[src/rtl/diff_mc.sv]
// Multi-channel ORDER-th backward differentiator with optional output saturation.
// Per-channel difference history feeds a 2-entry in-order output FIFO.
module diff_mc #(
    parameter int INPUT_WIDTH = 16,
    parameter int CHANNELS    = 4,
    parameter int ORDER       = 1,
    parameter int SATURATE    = 0,
    localparam int CW = (CHANNELS > 1) ? $clog2(CHANNELS) : 1,
    localparam int OW = (SATURATE != 0) ? INPUT_WIDTH : INPUT_WIDTH + ORDER
) (
    input  logic                   clk,
    input  logic                   reset_n,
    input  logic                   clear,
    input  logic                   in_valid,
    output logic                   in_ready,
    input  logic [INPUT_WIDTH-1:0] in_data,
    input  logic [CW-1:0]          in_chan,
    output logic                   out_valid,
    input  logic                   out_ready,
    output logic [OW-1:0]          out_data,
    output logic [CW-1:0]          out_chan,
    output logic                   out_sat
);
    localparam int W  = INPUT_WIDTH;
    localparam int FW = W + 3;
    localparam int EW = OW + CW + 1;
    localparam logic signed [FW-1:0] SMAX = {{(FW-W+1){1'b0}}, {(W-1){1'b1}}};
    localparam logic signed [FW-1:0] SMIN = {{(FW-W+1){1'b1}}, {(W-1){1'b0}}};

    // Returns {clamped_flag, clamped_value} for a full-width difference.
    function automatic logic [OW:0] sat_fn(input logic signed [FW-1:0] v);
        if (v > SMAX) begin
            sat_fn = {1'b1, SMAX[OW-1:0]};
        end else if (v < SMIN) begin
            sat_fn = {1'b1, SMIN[OW-1:0]};
        end else begin
            sat_fn = {1'b0, v[OW-1:0]};
        end
    endfunction

    logic                 chan_ok_s;
    logic [CW-1:0]        idx_s;
    logic                 accept_s;
    logic                 push_s;
    logic                 pop_s;
    logic signed [FW-1:0] x_s, h0_s, h1_s, h2_s;
    logic signed [FW-1:0] d1_s, d2_s, d3_s, res_s;
    logic [OW-1:0]        data_s;
    logic                 sat_s;
    logic signed [W-1:0]  p0_r [CHANNELS];
    logic [EW-1:0]        mem_r [2];
    logic                 rd_ptr_r, wr_ptr_r;
    logic [1:0]           count_r;

    generate
        if ((1 << CW) == CHANNELS) begin : g_chan_full
            assign chan_ok_s = 1'b1;
        end else begin : g_chan_chk
            assign chan_ok_s = (in_chan < CW'(CHANNELS));
        end
    endgenerate

    assign idx_s    = chan_ok_s ? in_chan : {CW{1'b0}};
    assign in_ready = reset_n && (count_r != 2'd2);
    assign accept_s = in_valid && in_ready;
    assign push_s   = accept_s && chan_ok_s;
    assign pop_s    = (count_r != 2'd0) && out_ready;

    // A clear in the same cycle makes every history read as zero.
    assign x_s  = FW'($signed(in_data));
    assign h0_s = clear ? {FW{1'b0}} : FW'(p0_r[idx_s]);
    assign d1_s = x_s - h0_s;
    assign d2_s = d1_s - h1_s;
    assign d3_s = d2_s - h2_s;
    assign res_s = (ORDER == 1) ? d1_s : ((ORDER == 2) ? d2_s : d3_s);

    // Output word formation: clamp when saturating, otherwise exact result.
    always_comb begin
        data_s = {OW{1'b0}};
        sat_s  = 1'b0;
        if (SATURATE != 0) begin
            {sat_s, data_s} = sat_fn(res_s);
        end else begin
            data_s = res_s[OW-1:0];
            sat_s  = 1'b0;
        end
    end

    // Last-sample history per channel.
    always_ff @(posedge clk or negedge reset_n) begin
        if (!reset_n) begin
            for (int c = 0; c < CHANNELS; c++) p0_r[c] <= {W{1'b0}};
        end else begin
            for (int c = 0; c < CHANNELS; c++) begin
                if (push_s && (idx_s == CW'(c))) p0_r[c] <= $signed(in_data);
                else if (clear)                   p0_r[c] <= {W{1'b0}};
                else                              p0_r[c] <= p0_r[c];
            end
        end
    end

    generate
        if (ORDER >= 2) begin : g_p1
            logic signed [W:0] p1_r [CHANNELS];
            assign h1_s = clear ? {FW{1'b0}} : FW'(p1_r[idx_s]);
            // Last first-difference history per channel.
            always_ff @(posedge clk or negedge reset_n) begin
                if (!reset_n) begin
                    for (int c = 0; c < CHANNELS; c++) p1_r[c] <= {(W+1){1'b0}};
                end else begin
                    for (int c = 0; c < CHANNELS; c++) begin
                        if (push_s && (idx_s == CW'(c))) p1_r[c] <= d1_s[W:0];
                        else if (clear)                   p1_r[c] <= {(W+1){1'b0}};
                        else                              p1_r[c] <= p1_r[c];
                    end
                end
            end
        end else begin : g_no_p1
            assign h1_s = {FW{1'b0}};
        end

        if (ORDER >= 3) begin : g_p2
            logic signed [W+1:0] p2_r [CHANNELS];
            assign h2_s = clear ? {FW{1'b0}} : FW'(p2_r[idx_s]);
            // Last second-difference history per channel.
            always_ff @(posedge clk or negedge reset_n) begin
                if (!reset_n) begin
                    for (int c = 0; c < CHANNELS; c++) p2_r[c] <= {(W+2){1'b0}};
                end else begin
                    for (int c = 0; c < CHANNELS; c++) begin
                        if (push_s && (idx_s == CW'(c))) p2_r[c] <= d2_s[W+1:0];
                        else if (clear)                   p2_r[c] <= {(W+2){1'b0}};
                        else                              p2_r[c] <= p2_r[c];
                    end
                end
            end
        end else begin : g_no_p2
            assign h2_s = {FW{1'b0}};
        end
    endgenerate

    // Two-entry output FIFO; clear does not touch it.
    always_ff @(posedge clk or negedge reset_n) begin
        if (!reset_n) begin
            mem_r[0] <= {EW{1'b0}};
            mem_r[1] <= {EW{1'b0}};
            rd_ptr_r <= 1'b0;
            wr_ptr_r <= 1'b0;
            count_r  <= 2'd0;
        end else begin
            if (push_s) begin
                mem_r[wr_ptr_r] <= {sat_s, idx_s, data_s};
                wr_ptr_r        <= ~wr_ptr_r;
            end
            if (pop_s) rd_ptr_r <= ~rd_ptr_r;
            case ({push_s, pop_s})
                2'b10:   count_r <= count_r + 2'd1;
                2'b01:   count_r <= count_r - 2'd1;
                default: count_r <= count_r;
            endcase
        end
    end

    assign out_valid = (count_r != 2'd0);
    assign {out_sat, out_chan, out_data} = mem_r[rd_ptr_r];
endmodule

[config.mk]
export PLATFORM = sky130hd
export DESIGN_NAME = diff_mc
export DESIGN_NICKNAME = d
export VERILOG_FILES = /design/src/rtl/diff_mc.sv
export SDC_FILE = /design/constraint.sdc
export NUM_CORES = 1
export LEC_CHECK = 0
export BUFFER_PORTS_ARGS = -buffer_cell sky130_fd_sc_hd__buf_2
export CORE_MARGIN = 1.5
export CORE_UTILIZATION = 30
export CTS_BUF_LIST = sky130_fd_sc_hd__clkbuf_4 sky130_fd_sc_hd__clkbuf_8
export DETAILED_ROUTE_END_ITERATION = 8
export PLACE_DENSITY = 0.56
export SKIP_CTS_REPAIR_TIMING = 1
export SLEW_MARGIN = 40
export SYNTH_ARGS = -nofsm -noshare
export SYNTH_HDL_FRONTEND = slang
export SYNTH_SLANG_ARGS = --single-unit
[constraint.sdc]
create_clock -name clk -period 3.2 [get_ports clk]
set_clock_uncertainty 0.2 [all_clocks]
set_input_delay 0.48 -clock clk [delete_from_list [all_inputs] [get_ports clk]]
set_output_delay 0.48 -clock clk [all_outputs]
set_load 0.05 [all_outputs]
==> impl_results.md <==
- Placed Cells: 917
- H-tree levels: 3
- Clk root buf: clkbuf_8
- Worst Path Arrival: 3010 ps
- Initial DRC Count: 253
- Mean post-synth cell area: 9.779 sq um
- Clock Latency Late Sink: 400 ps
- Fin cells: 933
- Register area share after synthesis: 45.14%
- Outcome: complete, no violations
- Starting Density: 30.40%
- Pleak: 2.939 nW
- TritonCTS buffer count: 9
- Met2 usage: 23.67%
- Post-route core utilization: 35.15%
- Synth top area share: 45.14%
- Placed cell area: 0.006611 sq mm
- Synth async-reset ratio: 100.0%
- GRT met3 Usage: 3.286%
- Seq pwr share: 40.0%
- Seq cells post-synth: 106
- # rows: 51
- Via/cell ratio: 4.641
- Most Used Layer, Global Route: met2
- Port bufs: 43
- Synth warn: 0
- Crit path kind: flop to flop
- Psw: 1.895 mW
- Vias in the first global route: 4,413
- Logic pwr share: 42.9%
- Max-slew headroom: 58.50%
- First-pass GRT wire length: 23.72 mm
- Final setup fails: 0
- CTS tree: yes
- Met1 Use GR: 21.20%
- Clk buf depth: 2
- Largest net degree at the start of global routing: 66
- Post-synth EDFFs: 0
- Die X: 143.0 microns
- Critical Path End Type: flop
- PD cells: 665.8 mW/mm^2
- Post-synth top area cell: dfrtp_1
- WP data required: 3270 ps
- Pint: 2.630 mW
- Worst Tran Pin Value: 622.5 ps
- Post-synth top cells: nand2_1, dfrtp_1, nand2b_1, o21ai_0, mux2_2
- Post-synth top flop: dfrtp_1
- Layout area overhead: 15.63%
- DRC: 0
- RD Place Congestion: 0.7986
- GRT overflow: 0
- Worst vdd ir: 0.2510 mV
- Power share of the clock group: 17.1%
- Maximum fanout along the worst path: 3
- CTS sink count: 106
- Fin. max-slew vios: 0
- Syn nets: 642
- Crit path launch type: flop
- Distinct cells, synth: 50
- Ranking of synthesized cells by area: dfrtp_1, nand2b_1, nand2_1
- Post-Route WL: 14.13 mm
- Ports: 45
- Hold Crit Class: input port to flop
- CORE AREA: 0.01933 sq mm
- Gate Count Post-Synth: 601
- DIE HEIGHT: 143.0 microns
- Drt pass-1 iters: 4
- Mapped Area: 0.005877 sq mm
- Final hold vios: 0
- Period Utilization, post-route: 91.95%
- Fmax: 339.9 MHz
- Inserted Diodes: 0
- Number of max-cap violations: 0
- Dpl hpwl: 10.15 mm
- Final Cell Area: 0.006795 sq mm
- Most common cell in the netlist: nand2_1
- Share of layout cells above drive strength 1: 24.85%
- Vias after detailed routing: 4,330
- Fin nets: 705
- Die footprint: 0.02044 sq mm
- Worst-path clk slew: 110 ps
- Overall Global Routing Usage: 15.09%
- Sw Ratio: 41.88%
- Initial antenna violation count: 0
- Drt wl/cell: 15.15 microns
- Min Clock Period, post-route: 2942 ps
- RSZ-0062 raised after global routing: no
- Antenna viol nets, final: 0
-- per-stage QoR --
| stage | setup TNS, ps | setup slack [ps] | hold WS [ps] | power, mW |
|---|---|---|---|---|
| floorplan | 0 | 1.301 | -15.59 | 3.292 |
| global placement | 0 | 1.364 | 256.3 | 3.777 |
| detailed placement | -59.50 | -31.98 | 262.0 | 3.797 |
| CTS | 0 | 241.8 | -32.59 | 4.587 |
| global route | 0 | 112.0 | 157.8 | 4.815 |
| finish | 0 | 257.6 | 165.1 | 4.524 |
-- power by group through the flow --
stage	combinational, mW	clock (mW)	sequential, mW
3_5_place_dp	1.96	0	1.84
6_report	1.94	0.776	1.81
2_1_floorplan	1.52	0	1.77
5_1_grt	2.10	0.867	1.85
4_1_cts	1.97	0.809	1.81
3_3_place_gp	1.95	0	1.83
-- logic make-up (layout without fill, tap and decap cells) --
logic type / after synthesis / after routing / share of synthesized area (%)
xor gates and xnor gates: 16 / 16 / 2.385
buffers and inverters: 43 / 110 / 3.427
DFF: 106 / 106 / 45.14
adders and majority gates: 18 / 18 / 3.960
other: 1 / 1 / 0.06381
and+or+nand+nor: 244 / 244 / 20.89
muxes: 54 / 54 / 13.16
AOI/OAI and AO/OA: 119 / 119 / 10.99
-- per-layer routing --
layer | vias to the layer above | wire, microns
li1 | 2179 | -
met4 | 0 | 131
met1 | 2090 | 7192
met3 | 11 | 437
met2 | 50 | 6372
met5 | - | 0
-- layout by cell type, fill, tap and decap left out, types with 2 or more instances in the layout --
cell	netlist	layout
inv_1	4	4
nand4_1	4	4
xnor2_1	7	7
a211oi_1	2	2
and2_1	2	2
a31oi_1	2	2
clkbuf_8	0	10
a21oi_1	19	18
nand2_1	113	113
nor2_2	1	2
or2_2	2	2
o21ai_0	79	78
o311ai_0	2	2
mux2_2	36	36
clkinvlp_4	0	2
nor3_1	4	4
ha_1	17	17
buf_2	12	42
o211ai_1	2	2
or4_1	2	2
nand3_1	6	6
o21bai_1	2	2
nor2_1	15	14
a21o_1	3	3
buf_4	4	46
dfrtp_1	106	106
xor2_1	9	9
nand2b_1	82	82
mux4_2	15	15
o21ai_1	2	3
mux2i_1	3	3
nor2b_1	6	6
-- critical path: stages, from the launching register on --
cell,delay [ps]
dfrtp_1,390
mux4_2,460
nor2b_1,140
ha_1,220
fa_1,390
nand2b_1,190
a21oi_2,170
o211ai_1,150
nor2_1,130
o22ai_1,110
mux2_2,280
-- area by class of cell --
class                   instances  area [sq um]
well taps                     265         331.6
fillers                      1989         12540
inverters                       5         18.77
clock buffers                  11         145.1
multi-input cells             452          3042
repair buffers                 90         576.8
clock inverters                 4         28.78
flip-flops and latches        106          2653
-- flip-flops by register name, summed over array words and instances (netlist names) --
name      count
p0_r         64
mem_r        38
count_r       2
rd_ptr_r      1
wr_ptr_r      1
-- final timing paths --
| kind | start | to | depth (start not counted) | slack [ps] |
|---|---|---|---|---|
| min in group asynchronous | reset_n | mem_r[3]$_DFFE_PN0P_ | 3 | 510 |
| setup / recovery | p0_r[0]$_DFFE_PN0P_ | mem_r[36]$_DFFE_PN0P_ | 10 | 260 |
| setup reg to reg | p0_r[0]$_DFFE_PN0P_ | mem_r[36]$_DFFE_PN0P_ | 10 | 260 |
| max in group asynchronous | reset_n | p0_r[13]$_DFFE_PN0P_ | 4 | 1270 |
| hold reg to reg | mem_r[28]$_DFFE_PN0P_ | mem_r[28]$_DFFE_PN0P_ | 2 | 280 |
| hold / removal | in_data[8] | p0_r[40]$_DFFE_PN0P_ | 3 | 170 |
(Power assumes the default switching activity.)
